$ cat src/rtl/soda_pkg.sv
`default_nettype none
// ============================================================================
// Module      : soda_pkg
// Description : Shared widths and FSM state encoding for bcd_2_binary_seq.
// Revision    : 1.0 - initial release
// ============================================================================
package soda_pkg;
    localparam int BIN_W  = 8;
    localparam int BCD_W  = 10;
    localparam int ITER_N = 8;
    localparam int WORK_W = BCD_W + BIN_W;
    localparam int CNT_W  = $clog2(ITER_N);

    localparam logic [1:0] IDLE  = 2'd0;
    localparam logic [1:0] SHIFT = 2'd1;
    localparam logic [1:0] DONE  = 2'd2;
endpackage
`default_nettype wire

$ cat src/rtl/bcd_2_binary_seq_if.sv
`default_nettype none
// ============================================================================
// Module      : bcd_2_binary_seq_if
// Description : Request/result bundle for bcd_2_binary_seq. The err signal
//               exists only when BCD_RANGE_CHECK_EN is defined.
// Revision    : 1.0 - initial release
// ============================================================================
interface bcd_2_binary_seq_if;
    import soda_pkg::*;

    logic             start;
    logic [BCD_W-1:0] bcd_in;
    logic             busy;
    logic             done;
    logic [BIN_W-1:0] bin_out;
    logic             ovf;
`ifdef BCD_RANGE_CHECK_EN
    logic             err;

    modport master (output start, bcd_in, input busy, done, bin_out, ovf, err);
    modport slave  (input start, bcd_in, output busy, done, bin_out, ovf, err);
`else
    modport master (output start, bcd_in, input busy, done, bin_out, ovf);
    modport slave  (input start, bcd_in, output busy, done, bin_out, ovf);
`endif
endinterface
`default_nettype wire

$ cat src/rtl/bcd_sub3.sv
`default_nettype none
// ============================================================================
// Module      : bcd_sub3
// Description : Reverse double-dabble digit correction: A>=8 ? A-3 : A.
// Revision    : 1.0 - initial release
// ============================================================================
module bcd_sub3 (
    input  wire logic [3:0] i_a,
    output logic      [3:0] o_y
);
    assign o_y = (i_a >= 4'd8) ? (i_a - 4'd3) : i_a;
endmodule
`default_nettype wire

$ cat src/rtl/bcd_2_binary_seq.sv
`default_nettype none
// ============================================================================
// Module      : bcd_2_binary_seq
// Description : Sequential BCD-to-binary converter (reverse double dabble,
//               one bit per cycle). Define BCD_RANGE_CHECK_EN to add the
//               digit range check and err output.
// Revision    : 1.0 - initial release
// ============================================================================
module bcd_2_binary_seq
    import soda_pkg::*;
(
    input  wire logic          clk,
    input  wire logic          rst,
    bcd_2_binary_seq_if.slave  bus
);
    logic [1:0]        r_state;
    logic [WORK_W-1:0] r_work;
    logic [CNT_W-1:0]  r_cnt;
    logic [BIN_W-1:0]  r_bin_out;
    logic              r_ovf;
    logic [WORK_W-1:0] w_shift;
    logic [WORK_W-1:0] w_next;
    logic [7:0]        w_digits;
    logic              w_last;

    assign w_shift = r_work >> 1;
    assign w_last  = (r_cnt == CNT_W'(ITER_N - 1));

    // Only the tens and units fields are 4 bits wide; the 2-bit hundreds
    // field can never reach 8, so it passes through uncorrected.
    generate
        for (genvar d = 0; d < 2; d++) begin : g_digit
            bcd_sub3 u_sub3 (
                .i_a (w_shift[BIN_W + 4*d +: 4]),
                .o_y (w_digits[4*d +: 4])
            );
        end
    endgenerate

    assign w_next = {w_shift[WORK_W-1 -: 2], w_digits, w_shift[BIN_W-1:0]};

`ifdef BCD_RANGE_CHECK_EN
    logic r_err_pending;
    logic r_err;
`endif

    always_ff @(posedge clk) begin
        if (rst) begin
            r_state   <= IDLE;
            r_work    <= '0;
            r_cnt     <= '0;
            r_bin_out <= '0;
            r_ovf     <= 1'b0;
`ifdef BCD_RANGE_CHECK_EN
            r_err_pending <= 1'b0;
            r_err         <= 1'b0;
`endif
        end else begin
            case (r_state)
                IDLE: begin
                    if (bus.start) begin
                        r_work  <= {bus.bcd_in, {BIN_W{1'b0}}};
                        r_cnt   <= '0;
                        r_state <= SHIFT;
`ifdef BCD_RANGE_CHECK_EN
                        r_err_pending <= (bus.bcd_in[7:4] > 4'd9) ||
                                         (bus.bcd_in[3:0] > 4'd9);
`endif
                    end
                end
                SHIFT: begin
                    r_work <= w_next;
                    r_cnt  <= r_cnt + CNT_W'(1);
                    if (w_last) begin
                        r_bin_out <= w_next[BIN_W-1:0];
                        // Any residue left in the BCD field means value > 255.
                        r_ovf     <= |w_next[WORK_W-1:BIN_W];
                        r_state   <= DONE;
`ifdef BCD_RANGE_CHECK_EN
                        r_err     <= r_err_pending;
`endif
                    end
                end
                DONE:    r_state <= IDLE;
                default: r_state <= IDLE;
            endcase
        end
    end

    assign bus.busy    = (r_state != IDLE);
    assign bus.done    = (r_state == DONE);
    assign bus.bin_out = r_bin_out;
    assign bus.ovf     = r_ovf;
`ifdef BCD_RANGE_CHECK_EN
    assign bus.err     = r_err;
`endif
endmodule
`default_nettype wire

$ cat src/flat_wrapper.sv
// flat-port wrapper written by rule: the top's interface ports become plain ports
module bcd_2_binary_seq_flat import soda_pkg::*;
  (clk, rst, bus_start, bus_bcd_in, bus_busy, bus_done, bus_bin_out, bus_ovf);
  bcd_2_binary_seq_if bus_i ();
  input  wire logic clk;
  input  wire logic rst;
  input wire logic [$bits(bus_i.start)-1:0] bus_start;
  input wire logic [$bits(bus_i.bcd_in)-1:0] bus_bcd_in;
  output wire logic [$bits(bus_i.busy)-1:0] bus_busy;
  output wire logic [$bits(bus_i.done)-1:0] bus_done;
  output wire logic [$bits(bus_i.bin_out)-1:0] bus_bin_out;
  output wire logic [$bits(bus_i.ovf)-1:0] bus_ovf;
  assign bus_i.start = bus_start;
  assign bus_i.bcd_in = bus_bcd_in;
  assign bus_busy = bus_i.busy;
  assign bus_done = bus_i.done;
  assign bus_bin_out = bus_i.bin_out;
  assign bus_ovf = bus_i.ovf;
  bcd_2_binary_seq u_core (.clk(clk), .rst(rst), .bus(bus_i));
endmodule
$ cat config.mk
export PLATFORM = sky130hd
export DESIGN_NAME = bcd_2_binary_seq_flat
export DESIGN_NICKNAME = d
export VERILOG_FILES = /design/src/rtl/soda_pkg.sv /design/src/rtl/bcd_2_binary_seq_if.sv /design/src/rtl/bcd_sub3.sv /design/src/rtl/bcd_2_binary_seq.sv /design/src/flat_wrapper.sv
export SDC_FILE = /design/constraint.sdc
export NUM_CORES = 1
export LEC_CHECK = 0
export CORE_MARGIN = 3
export CORE_UTILIZATION = 45
export CTS_CLUSTER_SIZE = 8
export DETAILED_ROUTE_END_ITERATION = 10
export GPL_TIMING_DRIVEN = 0
export PLACE_DENSITY = 0.66
export SYNTH_ARGS = -nofsm -noshare
export SYNTH_HDL_FRONTEND = slang
export SYNTH_SLANG_ARGS = --single-unit
$ cat constraint.sdc
create_clock -name clk -period 2.7 [get_ports clk]
set_input_delay 0.54 -clock clk [delete_from_list [all_inputs] [get_ports clk]]
set_output_delay 0.54 -clock clk [all_outputs]
set_load 0.05 [all_outputs]
==> results.yml <==
run_status:
  outcome: "completed"
cts:
  clock_sinks: 31
  hold_buffers: 0
  h-tree-depth: 2
  postCtsSetupBuffers: 0
  clkTransAtPathRegs_ns: 0.09
  root_buffer: "clkbuf_4"
  cts_buffer_depth: 2
  cts_buffers: 5
  ctsResizeCount: 0
  clk_latency_ns: 0.32
  cts_tree: "yes"
timing:
  fin_crit_sh_pct: 88.8
  slew_headroom_pct: 62.5
  skew_ns: 0.0102
  tightestPinTransition_ns: 0.562
  fin_ws_ns: 0.304
  slew_violations: 0
  hold_viol_final: 0
  setup-tns-final_ns: 0
  clock.fmax_ghz: 0.417
  setup_violations: 0
  rsz0062_at_grt: "no"
  fin_hold_ws_ns: 0.463
  min_period_ns: 2.40
layout:
  area_delta_synth_final_pct: 23.9
  antenna_cells: 0
  nets: 221
  fin_area_um2: 1850
  final_util_pct: 59.5
  drive_gt1_share_pct: 10.4
  fin_cells: 246
hold_path:
  min_path_type: "flip-flop to flip-flop"
  hold_start: "u_core.bus.bin_out[3]"
critical_path:
  crit_start: "u_core.r_state[1]"
  crit_arrival_ns: 1.86
  startpoint_type: "flip-flop"
  path_class: "flip-flop to primary output"
  crit_fanout: 10
  reg2reg_from: "u_core.r_cnt[0]"
  critPathCaptureType: "primary output"
  r2r_setup_slack_ns: 1.19
  cp.required_ns: 2.16
logic_synthesis:
  yosys-top-cells-count: "dfxtp_1 (31), a21oi_1 (24), nand2_1 (24)"
  yosys.cell_count.top_type: "dfxtp_1"
  synth_enable_flop_cells: 0
  ys_warn_count: 0
  synth_top_area_share_pct: 41.7
  synth_top_cell_by_area: "dfxtp_1"
  ys_seq_area_share_pct: 41.7
  ys_ff_latch: 31
  synth_area_um2: 1490
  async_reset_ff_share_pct: 0
  ys_types: 39
  ys.flop_type: "dfxtp_1"
  yosys-top-cells-area: "dfxtp_1 (42%), a21oi_1 (8.1%), nand3_1 (7.4%)"
  syn-num-nets: 191
  syn_inst: 172
  syn_area_per_cell_um2: 8.66
power_and_ir_drop:
  p_switching_mw: 0.240
  power_density_nw_per_um2: 528
  swShare_pct: 24.6
  peakVddDrop_uv: 266
  p_total_mw: 0.974
  p_int_mw: 0.734
  comb_power_share_pct: 15.2
  pwr-share-seq_pct: 50.4
  pwr-share-clk_pct: 34.3
  total_leakage_power_nw: 0.694
route:
  routed_via_density: 5.25
  drt_iter0_markers: 118
  drt-total-wl_mm: 3.43
  wl_per_cell_um: 13.9
  drcViolationCount: 0
  antenna_left: 0
  vias: 1292
  dr.pass1.iters: 4
place:
  globalplace.congestion: 0.769
  dp_slack_ns: 0.607
  dpl.hpwl_mm: 2.44
  placedInstanceArea_um2: 1770
  dp.cells: 239
  io_buffers: 23
die:
  rows: 20
  core_um2: 3100
  start_util_pct: 48.0
  die-area_um2: 4030
  io_pins: 24
  die_x_um: 63.5
  fp.dieH_um: 63.5
grt:
  gr-total-overflow: 0
  grt_pass1_wl_mm: 6.10
  grt.total_usage_pct: 19.4
  grt_pass1_vias: 1287
  grt_max_degree: 11
  antenna_found_initial: 0
job:
  cap_violations: 0
[state kept, by name, indices dropped and copies added (netlist names)]
register and count:
u_core.r_work 17, u_core.bus.bin_out 8, u_core.r_cnt 3, u_core.r_state 2
u_core.bus.ovf 1
[worst max-delay path, cell delays in order, from the launching register on]
cell	delay, ns
dfxtp_1	0.35
clkbuf_2	0.23
nor2b_1	0.15
clkdlybuf4s50_1	0.81
[final timing paths]
path / depth (start not counted) / endpoint
min reg2reg: 2 / u_core.bus.bin_out[3]
max: 3 / bus_done
min: 2 / u_core.bus.bin_out[3]
max reg2reg: 5 / u_core.bus.ovf
[placed cells by master (no fill, tap or decap), types with 3 or more instances in the layout]
cell	synthesis	layout
nor2b_1	4	4
clkdlybuf4s50_1	0	23
clkbuf_4	0	5
nor2_1	4	4
nand2_1	24	24
ha_1	6	6
inv_1	4	4
buf_2	3	3
a211oi_1	5	5
a21oi_1	24	24
clkbuf_1	5	6
nand3_1	22	22
dfxtp_1	31	31
[logic make-up (layout without fill, tap and decap cells)]
logic type      count (synthesis)  after routing  share of synthesized area [%]
compound gates                 41             41                           16.7
fa+ha+maj                       6              6                           5.04
buf+inv                        17             47                           6.39
mux                             3              3                           2.18
flops                          31             31                           41.7
xor+xnor                        4              4                           2.35
simple gates                   70             70                           25.6
[power by group through the flow]
stage | logic, mW | registers (mW) | clock network (mW)
2_1_floorplan | 0.103 | 0.497 | 0
6_report | 0.148 | 0.491 | 0.334
4_1_cts | 0.150 | 0.491 | 0.345
3_5_place_dp | 0.149 | 0.502 | 0
5_1_grt | 0.164 | 0.494 | 0.372
3_3_place_gp | 0.146 | 0.501 | 0
[final cells by class]
type	count	area, um2
Timing Repair Buffer	23	230
Sequential cell	31	621
Fill cell	305	1260
Tap cell	44	55.1
Clock buffer	6	41.3
Inverter	4	15.0
Clock inverter	1	30.0
Multi-Input combinational cell	124	773
Buffer	13	80.1
[per-layer routing]
metal	track usage [%]	up-vias	routed length, um
li1	-	667	-
met1	25.9	584	1650
met2	29.3	35	1540
met3	4.46	6	186
met4	8.89	0	58
met5	0	-	0
Note: power is estimated with default switching activity, not from simulation.
==> edit: new RTL, same settings <==
Reset style: asynchronous (`rst`), changed in one clocked block.
--- a/src/rtl/bcd_2_binary_seq.sv
+++ b/src/rtl/bcd_2_binary_seq.sv
@@ -44,7 +44,7 @@
     logic r_err;
 `endif
 
-    always_ff @(posedge clk) begin
+    always_ff @(posedge clk or posedge rst) begin
         if (rst) begin
             r_state   <= IDLE;
             r_work    <= '0;
Behaviour: differs if rst is asserted again (counterexample within 4 cycles, from zero or initial values and one cycle with rst high); with rst held inactive, the same outputs for 10 cycles.
==> edit against the original RTL <==
- routed wire length down 13%
- count of clock-buffer cells in the layout did not move
- synthesized area decreased by 1.3%
- setup slack got worse by 190 ps
- sequential cell count unchanged
- cell area fell by 1.8%
- fmax fell by 7.3%
Power is not compared: it rests on default switching activity, and its combinational part moved more than twofold at a synthesized area within 25%.
==> edit: results (changes against the original RTL) <==
| Metric | Value |
|---|---|
| Met1 WL | `1430 um (-13%)` |
| RD Place Congestion | `0.765 (-0.60%)` |
| Post-synthesis average cell area | `11.3 sq um (+31%)` |
| Synth Area in Compound Gates | `0.175 (+0.00739)` |
| Post-DP Area | `1750 sq um (-1.1%)` |
| Layout cells sized above 1 | `0.163 (+0.0585)` |
| Drt initial violations | `45 (-62%)` |
| HP Start | `u_core.bus.bin_out[3]` |
| Post-synth net total | `149 (-22%)` |
| GRT Util Overall | `0.168 (-0.0253)` |
| Outcome | `finished, final reports clean` |
| DR WL/cell | `14.7 um (+5.3%)` |
| Post-synth cell types | `33 (-15%)` |
| Post-synth top area share | `0.528 (+0.111)` |
| Top post-synthesis cells by area | `dfrtp_1 (53%), mux2_2 (6.9%), a22o_1 (5.4%)` |
| Start point of the critical path | `u_core.r_state[0]` |
| Top-count cell post-synth | `dfrtp_1` |
| Async S/R FF share, synth | `1.00 (+1.00)` |
| Met2 WL post-DR | `1350 um (-13%)` |
| Fin cells | `204 (-17%)` |
| M3 GR Usage | `0.0481 (+0.00357)` |
| Met2 Use GR | `0.245 (-0.0483)` |
| Worst slew margin | `0.217 (-0.408)` |
| WL met3 | `166 um (-11%)` |
| Critical Path AT | `2050 ps (+190 ps)` |
| DP HPWL | `2080 um (-15%)` |
| Sequential area share after synthesis | `0.528 (+0.111)` |
| XOR/XNOR share of the synthesized area | `0.0239 (+0.000321)` |
| Synth Area in Adders | `0.0511 (+0.000687)` |
| Fill count | `277 (-9.2%)` |
| GR Layer Usage met1 | `0.236 (-0.0235)` |
edit: cell types whose count changed in the layout (fill, tap and decap cells not counted), moves of 7 or more:
cell	unedited run	this run
a21oi_1	24	9
a22o_1	0	9
dfrtp_1	0	31
dfxtp_1	31	0
mux2_2	2	9
nand2_1	24	7
nand3_1	22	0
edit: cell type report:
cell class,count,area (sq um),share of cell area
plain buffers,6,31.3,0.0173
inverters,9,33.8,0.0186
well taps,44,55.1,0.0304
flip-flops and latches,31,776,0.428
clock buffers,6,51.3,0.0283
clock inverters,1,5.00,0.00276
repair buffers,23,233,0.128
multi-input cells,84,628,0.346
edit: worst paths after layout:
check	slack [ps]	to	cells past startpoint
hold reg to reg	510	u_core.bus.bin_out[3]	1
max in group asynchronous	1180	u_core.bus.bin_out[7]	2
setup reg to reg	1190	u_core.bus.bin_out[5]	4
hold / removal	510	u_core.bus.bin_out[3]	1
setup / recovery	110	bus_done	4
min in group asynchronous	820	u_core.r_work[15]	2
